===== config.mk =====
export PLATFORM = sky130hd
export DESIGN_NAME = cnn_tile_streamer_flat
export DESIGN_NICKNAME = d
export VERILOG_FILES = /design/src/rtl/cnn_tile_streamer_if.sv /design/src/rtl/cnn_tile_streamer.sv /design/src/flat_wrapper.sv
export SDC_FILE = /design/constraint.sdc
export NUM_CORES = 1
export LEC_CHECK = 0
export ABC_AREA = 1
export BUFFER_PORTS_ARGS = -buffer_cell sky130_fd_sc_hd__buf_2
export CAP_MARGIN = 30
export CORE_ASPECT_RATIO = 0.6
export CORE_MARGIN = 2
export CORE_UTILIZATION = 45
export CTS_BUF_LIST = sky130_fd_sc_hd__clkbuf_8
export DETAILED_ROUTE_END_ITERATION = 8
export HOLD_SLACK_MARGIN = 0.06
export PLACE_DENSITY_LB_ADDON = 0.25
export SYNTH_ARGS = -nofsm -noshare
export SYNTH_HDL_FRONTEND = slang
export SYNTH_SLANG_ARGS = --single-unit

===== constraint.sdc =====
create_clock -name clk -period 3.3 [get_ports clk]
set_input_delay 0.165 -clock clk [delete_from_list [all_inputs] [get_ports clk]]
set_output_delay 0.165 -clock clk [all_outputs]
set_load 0.01 [all_outputs]

===== src/rtl/cnn_tile_streamer_if.sv =====
// Byte-stream handshake bundle for cnn_tile_streamer: input stream and result stream.
// master = the RISC-V side driving bytes in and consuming results; slave = the streamer.
interface cnn_tile_streamer_if #(
  parameter int DW = 8
);
  logic [DW-1:0] in_data;
  logic          in_valid;
  logic          in_ready;
  logic [DW-1:0] out_data;
  logic          out_valid;
  logic          out_ready;

  modport master (
    output in_data, in_valid, out_ready,
    input  in_ready, out_data, out_valid
  );

  modport slave (
    input  in_data, in_valid, out_ready,
    output in_ready, out_data, out_valid
  );
endinterface


===== src/rtl/cnn_tile_streamer.sv =====
// Loads 9 kernel + 16 tile bytes, holds them for the conv engine, streams the 4 results out.
// Latency: last tile byte at edge N -> results captured and out_valid at edge N+1+COMPUTE_WAIT.
// Backpressure: in_ready=0 until all results drain; out_data holds while out_ready=0. Macro CNN_STREAM_OUT_LAST_EN adds out_last/frame_done.
module cnn_tile_streamer #(
  parameter int DW           = 8,
  parameter int COMPUTE_WAIT = 1
) (
  input  logic                clk,
  input  logic                rst_n,
  cnn_tile_streamer_if.slave  bus,
  input  logic                ker_reload,
  output logic [16*DW-1:0]    tile_flat,
  output logic [9*DW-1:0]     ker_flat,
  input  logic [4*DW-1:0]     conv_res,
  output logic                busy
`ifdef CNN_STREAM_OUT_LAST_EN
  ,
  output logic                out_last,
  output logic                frame_done
`endif
);

  typedef enum logic [1:0] {LOAD_KER, LOAD_TILE, COMPUTE, DRAIN} state_t;

  localparam int WW = $clog2(COMPUTE_WAIT + 1);

  state_t               state;
  logic [3:0]           cnt;
  logic [WW-1:0]        wcnt;
  logic [1:0]           idx;
  logic                 ker_loaded;
  logic [8:0][DW-1:0]   ker_r;
  logic [15:0][DW-1:0]  tile_r;
  logic [3:0][DW-1:0]   res;
  logic                 in_hs;
  logic                 out_hs;

  assign in_hs     = bus.in_valid && bus.in_ready;
  assign out_hs    = bus.out_valid && bus.out_ready;
  assign ker_flat  = ker_r;
  assign tile_flat = tile_r;
  assign busy      = !(((state == LOAD_KER) || (state == LOAD_TILE)) && (cnt == 4'd0));

  always_ff @(posedge clk or negedge rst_n) begin
    if (!rst_n) begin
      state         <= LOAD_KER;
      cnt           <= '0;
      wcnt          <= '0;
      idx           <= '0;
      ker_loaded    <= 1'b0;
      ker_r         <= '0;
      tile_r        <= '0;
      res           <= '0;
      bus.in_ready  <= 1'b0;
      bus.out_valid <= 1'b0;
      bus.out_data  <= '0;
`ifdef CNN_STREAM_OUT_LAST_EN
      out_last      <= 1'b0;
      frame_done    <= 1'b0;
`endif
    end else begin
`ifdef CNN_STREAM_OUT_LAST_EN
      frame_done <= 1'b0;
`endif
      case (state)
        LOAD_KER: begin
          bus.in_ready <= 1'b1;
          if (in_hs) begin
            ker_r[cnt] <= bus.in_data;
            if (cnt == 4'd8) begin
              ker_loaded <= 1'b1;
              cnt        <= '0;
              state      <= LOAD_TILE;
            end else begin
              cnt <= cnt + 4'd1;
            end
          end
        end
        LOAD_TILE: begin
          bus.in_ready <= 1'b1;
          if (in_hs) begin
            tile_r[cnt] <= bus.in_data;
            if (cnt == 4'd15) begin
              cnt          <= '0;
              wcnt         <= '0;
              bus.in_ready <= 1'b0;
              state        <= COMPUTE;
            end else begin
              cnt <= cnt + 4'd1;
            end
          end
        end
        COMPUTE: begin
          // engine inputs have been stable for the full settle window once wcnt reaches the limit
          if (wcnt == WW'(COMPUTE_WAIT)) begin
            res           <= conv_res;
            bus.out_data  <= conv_res[DW-1:0];
            bus.out_valid <= 1'b1;
            idx           <= '0;
            wcnt          <= '0;
            state         <= DRAIN;
`ifdef CNN_STREAM_OUT_LAST_EN
            out_last      <= 1'b0;
`endif
          end else begin
            wcnt <= wcnt + WW'(1);
          end
        end
        DRAIN: begin
          if (out_hs) begin
            if (idx == 2'd3) begin
              bus.out_valid <= 1'b0;
              bus.out_data  <= '0;
              idx           <= '0;
              bus.in_ready  <= 1'b1;
              state         <= (ker_reload || !ker_loaded) ? LOAD_KER : LOAD_TILE;
`ifdef CNN_STREAM_OUT_LAST_EN
              out_last      <= 1'b0;
              frame_done    <= 1'b1;
`endif
            end else begin
              idx          <= idx + 2'd1;
              bus.out_data <= res[idx + 2'd1];
`ifdef CNN_STREAM_OUT_LAST_EN
              out_last     <= (idx == 2'd2);
`endif
            end
          end
        end
        default: state <= LOAD_KER;
      endcase
    end
  end

endmodule


===== src/flat_wrapper.sv =====
// flat-port wrapper written by rule: the top's interface ports become plain ports
module cnn_tile_streamer_flat 
#(
  parameter int DW           = 8,
  parameter int COMPUTE_WAIT = 1
)
  (clk, rst_n, ker_reload, tile_flat, ker_flat, conv_res, busy, bus_in_data, bus_in_valid, bus_out_ready, bus_in_ready, bus_out_data, bus_out_valid);
  cnn_tile_streamer_if #(.DW(DW)) bus_i ();
  input  logic clk;
  input  logic rst_n;
  input  logic ker_reload;
  output logic [16*DW-1:0] tile_flat;
  output logic [9*DW-1:0] ker_flat;
  input  logic [4*DW-1:0] conv_res;
  output logic busy;
  input wire logic [$bits(bus_i.in_data)-1:0] bus_in_data;
  input wire logic [$bits(bus_i.in_valid)-1:0] bus_in_valid;
  input wire logic [$bits(bus_i.out_ready)-1:0] bus_out_ready;
  output wire logic [$bits(bus_i.in_ready)-1:0] bus_in_ready;
  output wire logic [$bits(bus_i.out_data)-1:0] bus_out_data;
  output wire logic [$bits(bus_i.out_valid)-1:0] bus_out_valid;
  assign bus_i.in_data = bus_in_data;
  assign bus_i.in_valid = bus_in_valid;
  assign bus_i.out_ready = bus_out_ready;
  assign bus_in_ready = bus_i.in_ready;
  assign bus_out_data = bus_i.out_data;
  assign bus_out_valid = bus_i.out_valid;
  cnn_tile_streamer #(.DW(DW), .COMPUTE_WAIT(COMPUTE_WAIT)) u_core (.clk(clk), .rst_n(rst_n), .bus(bus_i), .ker_reload(ker_reload), .tile_flat(tile_flat), .ker_flat(ker_flat), .conv_res(conv_res), .busy(busy));
endmodule

After elaboration in Yosys (flattened, before gate mapping). Index checks and enable logic that the tools add are counted.

Bits of input ports: 45. Word-level logic and storage cells: 121. Bits in registers: 252. Output and inout port bits: 211.

Add/subtract/negate cells: 3. Mux-type cells: 41. $lt $le $gt $ge: 3. Equality and inequality tests: 13. Reduce and logical (&&, ||, !) cells: 24.

Operators by type and width (number): bitwise mux 128 bit (1); bitwise mux 72 bit (1); two-way mux 8 bit (5); demux 8 bit (select 4 bit) (1); two-way mux 2 bit (10); binary-select mux 8 bit (select 2 bit) (1); two-way mux 4 bit (4); case mux 8 bit (2 select lines) (1); AND reduction 3 bit (5); two-way mux 1 bit (11); inequality test 2 x 1 -> 1 bit (second input constant) (5); == test 4 bit (second input constant) (2); case mux 2 bit (4 select lines) (1); case mux 4 bit (2 select lines) (1); AND reduction 7 bit (1); == test 2 bit (second input constant) (3); AND reduction 2 bit (3); nonzero test 2 bit (3); < comparator 4 x 5 -> 1 bit (second input constant) (1); adder 4 x 1 -> 4 bit (second input constant) (1); >= comparator 4 x 1 -> 1 bit (second input constant) (1); logical AND 1 bit (4); logical NOT 4 bit (1); inequality test 2 bit (second input constant) (2); other kinds (12) (15).

Longest topological paths before layout.
Word-level depth: 6. Mapped depth: 10. Gate-level depth less buffers: 9.

Worst setup path after synthesis. No wires, ideal clock.

Path kind: reg2reg. Start point: register u_core.state[0]. End point: register u_core.ker_r (netlist bit u_core.ker_flat[69]). Buffers on the path: 1. Setup time: 0.128 ns. Cell stages (with the launch flop): 9. Required time: 3.172 ns. Clock period less this slack: 1.710 ns. Setup slack: 1.590 ns. Arrival time: 1.582 ns. Cells stage by stage: dfrtp_1 > inv_1 > ha_1 > nand3_4 > nor2_2 > inv_1 > buf_2 > nand2_1 > o21ai_0.

Longest elaborated chain between the ends: 2.

Ends and longest elaborated chain: from (decl) (line cnn_tile_streamer.sv:27) `state_t state;`; from (signal assigned) (line cnn_tile_streamer.sv:116) `state <= (ker_reload || !ker_loaded) ? LOAD_KER : LOAD_TILE;`; logical NOT 2 bit (line cnn_tile_streamer.sv:65) `case (state)`; AND reduction 2 bit (no source line); to (signal, indexed assignment) (line cnn_tile_streamer.sv:69) `ker_r[cnt] <= bus.in_data;`; to (decl) (line cnn_tile_streamer.sv:32) `logic [8:0][DW-1:0] ker_r;`.

Every way passes these cells. A chain may end at the register's enable or synchronous reset.

Worst setup path in the final report.
Start point: register u_core.state[1]. End point: register u_core.tile_r (netlist bit u_core.tile_flat[100]).

Longest elaborated chain between the ends: 2.

Ends and longest elaborated chain: == test 2 x 1 -> 1 bit (line cnn_tile_streamer.sv:65); AND reduction 2 bit (no source line); to (signal, indexed assignment) (line cnn_tile_streamer.sv:82) `tile_r[cnt] <= bus.in_data;`; to (decl) (line cnn_tile_streamer.sv:33) `logic [15:0][DW-1:0] tile_r;`.

Every way passes these cells.

==> metrics.txt <==
cts repair resizes 0; Hold Startpoint bus_in_valid; top-count cell post-synth dfrtp_1; Synth Area in Compound Gates 0.135; first-pass GRT wire length 46100 um; FF-to-FF setup slack around 1200 ps; Core ar. roughly 0.022 mm2; post-synthesis register bit count 252; Skew-Pair Late Insertion Delay between 500 and 600 ps; Post-synth ARST share 1.00; PwrDens 995 mW/mm2; total negative slack 0 ps; 1st-iter DRT viols 416; DRT Wirelength slightly below 30000 um; post-synthesis xor/xnor area fraction 0; Clock transition at path regs 60 ps; final core occ 0.578; Mean Syn Cell Area about 9.8 um2; Overflow after GRT 0; total clock sinks between 200 and 300; area post-placement 0.0117 mm2; # setup viols final 0; H-Tree Level Count 2; Leak Pwr 0.00680 uW; largest area contributor in the netlist dfrtp_1; # Post-CTS Setup Buffers 0; largest family of logic cells by synthesized area simple AND/OR/NAND/NOR gates; RSZ-0062 raised after global routing false; IO buf count 255; All-Layer GR Usage 0.251; crit-path max FO 16; CTS Hold Bufs 35; critical path type reg -> reg; antenna violations before repair 0; post-synthesis mux area share 0; 1st-pass router iterations 5; Reg2Reg Capture Point u_core.tile_flat[100]$_DFFE_PN0P_; Cell variety after synth 31; maximum VDD drop 0.572 mV; Clock Skew ~25 ps; Setup crit start kind flip-flop; top_reg_cell synth dfrtp_1; Synth warnings 0; I/O pin cnt approximately 260; TritonCTS buffer count 39; cells after synthesis approximately 1100; GPL Wtd Cong 0.870; CTS max path bufs 3; Routed Antenna Nets 0; # diodes 0; status finished, final reports clean; Hold Path Stages 5; CTS tree yes; Crit Reg-Reg Startpoint u_core.state[1]$_DFFE_PN0P_; Place WS 1210 ps; root buffer cell clkbuf_8; Final nets 1393; Post-synth EDFFs 0; Req. time, crit path 3730 ps; Post-Syn Area slightly above 0.01 mm2; placed cell count ~1600; Critical Path End Type flip-flop; drt wl/cell 17.7 um; Fmax 475 MHz; Die W ~200 um; endpoint of the worst hold path u_core.wcnt$_DFFE_PN0P_; largest cells by area after synthesis dfrtp_1, a21oi_1, nor2_1; final setup margin 1190 ps; vias in the first global route 8206; largest net degree at the start of global routing 104; final worst path period need 2110 ps; final hold vios 0; Starting Density 0.463; R2R cell count 6; Synth top cells by count dfrtp_1, nor2_1, a21oi_1; vias per std cell 4.95; Crit path arrival time 2540 ps; DR vias 8288; Synth Area in Simple Gates 0.181; Worst slew margin 0.355; Adder-Cell Fraction of Synth Area 0.0134; Max Slew Vio Count 0; DRC viols 0; worst min path class in -> reg; layout cells sized above 1 0.278; DP Wirelength 20100 um; # Max-Cap Violations 0; Die Y-Extent 121 um; area grow syn2layout 24.9%; period utilization 0.639; syn_nets 1107; share of the synthesized area in the top cell type 0.613; pin slew with the least headroom to its limit 967 ps; Std-Cell Rows 42; die area around 0.024 mm2; Final Non-Filler Cells 1673; design area approximately 0.013 mm2; Seq/Total Area, Yosys 0.613
==> registers in the layout, summed over array words and instances, names as in the netlist <==
register / flops
u_core.bus.in_ready: 1
u_core.bus.out_data: 8
u_core.bus.out_valid: 1
u_core.cnt: 4
u_core.idx: 2
u_core.ker_flat: 72
u_core.ker_loaded: 1
u_core.res: 32
u_core.state: 2
u_core.tile_flat: 128
u_core.wcnt: 1
==> how the worst max path moves through the flow <==
stage                                           start                           endpoint  slack [ps]
after detailed placement  u_core.state[1]$_DFFE_PN0P_  u_core.tile_flat[117]$_DFFE_PN0P_        1210
after global routing      u_core.state[1]$_DFFE_PN0P_  u_core.tile_flat[112]$_DFFE_PN0P_        1000
after floorplan           u_core.state[0]$_DFFE_PN0P_    u_core.ker_flat[69]$_DFFE_PN0P_        1590
after CTS                 u_core.state[1]$_DFFE_PN0P_  u_core.tile_flat[100]$_DFFE_PN0P_        1160
final                     u_core.state[1]$_DFFE_PN0P_  u_core.tile_flat[100]$_DFFE_PN0P_        1190
after global placement    u_core.state[1]$_DFFE_PN0P_  u_core.tile_flat[118]$_DFFE_PN0P_        1310
==> cell usage in the layout (no fill, tap or decap), types with 25 or more instances in the layout <==
cell and instances:
a21oi_1 187, buf_2 254, clkbuf_8 48, dfrtp_1 252, dlygate4sd3_1 35, inv_1 77
nand2_1 131, nand3_1 25, nor2_1 205, o21ai_0 50
==> layout make-up <==
cell class              count  area [um2]
well taps                 308         385
multi-input cells         675        3390
repair buffers            303        1770
clock inverters            21        96.3
clock buffers              48         661
inverters                  66         250
flip-flops and latches    252        6310
fillers                  2011        9370
==> logic make-up (layout without fill, tap and decap cells) <==
family                   Yosys count  in the layout
AND/OR/NAND/NOR                  402            402
AO/OA/AOI/OAI                    262            262
flip-flops                       252            252
buffers and inverters            124            438
adder cells (fa/ha/maj)           11             11
==> power by group <==
| part | switching, uW | total [uW] | internal, uW |
|---|---|---|---|
| logic | 3030 | 4890 | 1860 |
| registers | 833 | 5330 | 4500 |
| clock network | 1240 | 2560 | 1320 |
| total | 5100 | 12800 | 7680 |
==> through the flow <==
stage / hold WS [ps] / total power [uW]
after floorplan: -131 / 8150
after global placement: 265 / 10100
after detailed placement: 263 / 10200
after CTS: 147 / 12900
after global routing: 177 / 13700
final: 186 / 12800
==> per-layer routing <==
| layer | vias up | GRT usage | wire length [um] |
|---|---|---|---|
| met5 | - | 0 | 0 |
| met4 | 0 | 0.0765 | 637 |
| met3 | 55 | 0.0881 | 2490 |
| met2 | 259 | 0.351 | 12200 |
| met1 | 4000 | 0.365 | 14400 |
| li1 | 3974 | - | - |
==> critical path, stage by stage (launching register included) <==
cell and delay (ps):
dfrtp_1 450, inv_1 130, ha_1 270, inv_2 110, nor2_8 160, nand4_1 490
o21ai_0 360
(Power assumes the default switching activity.)
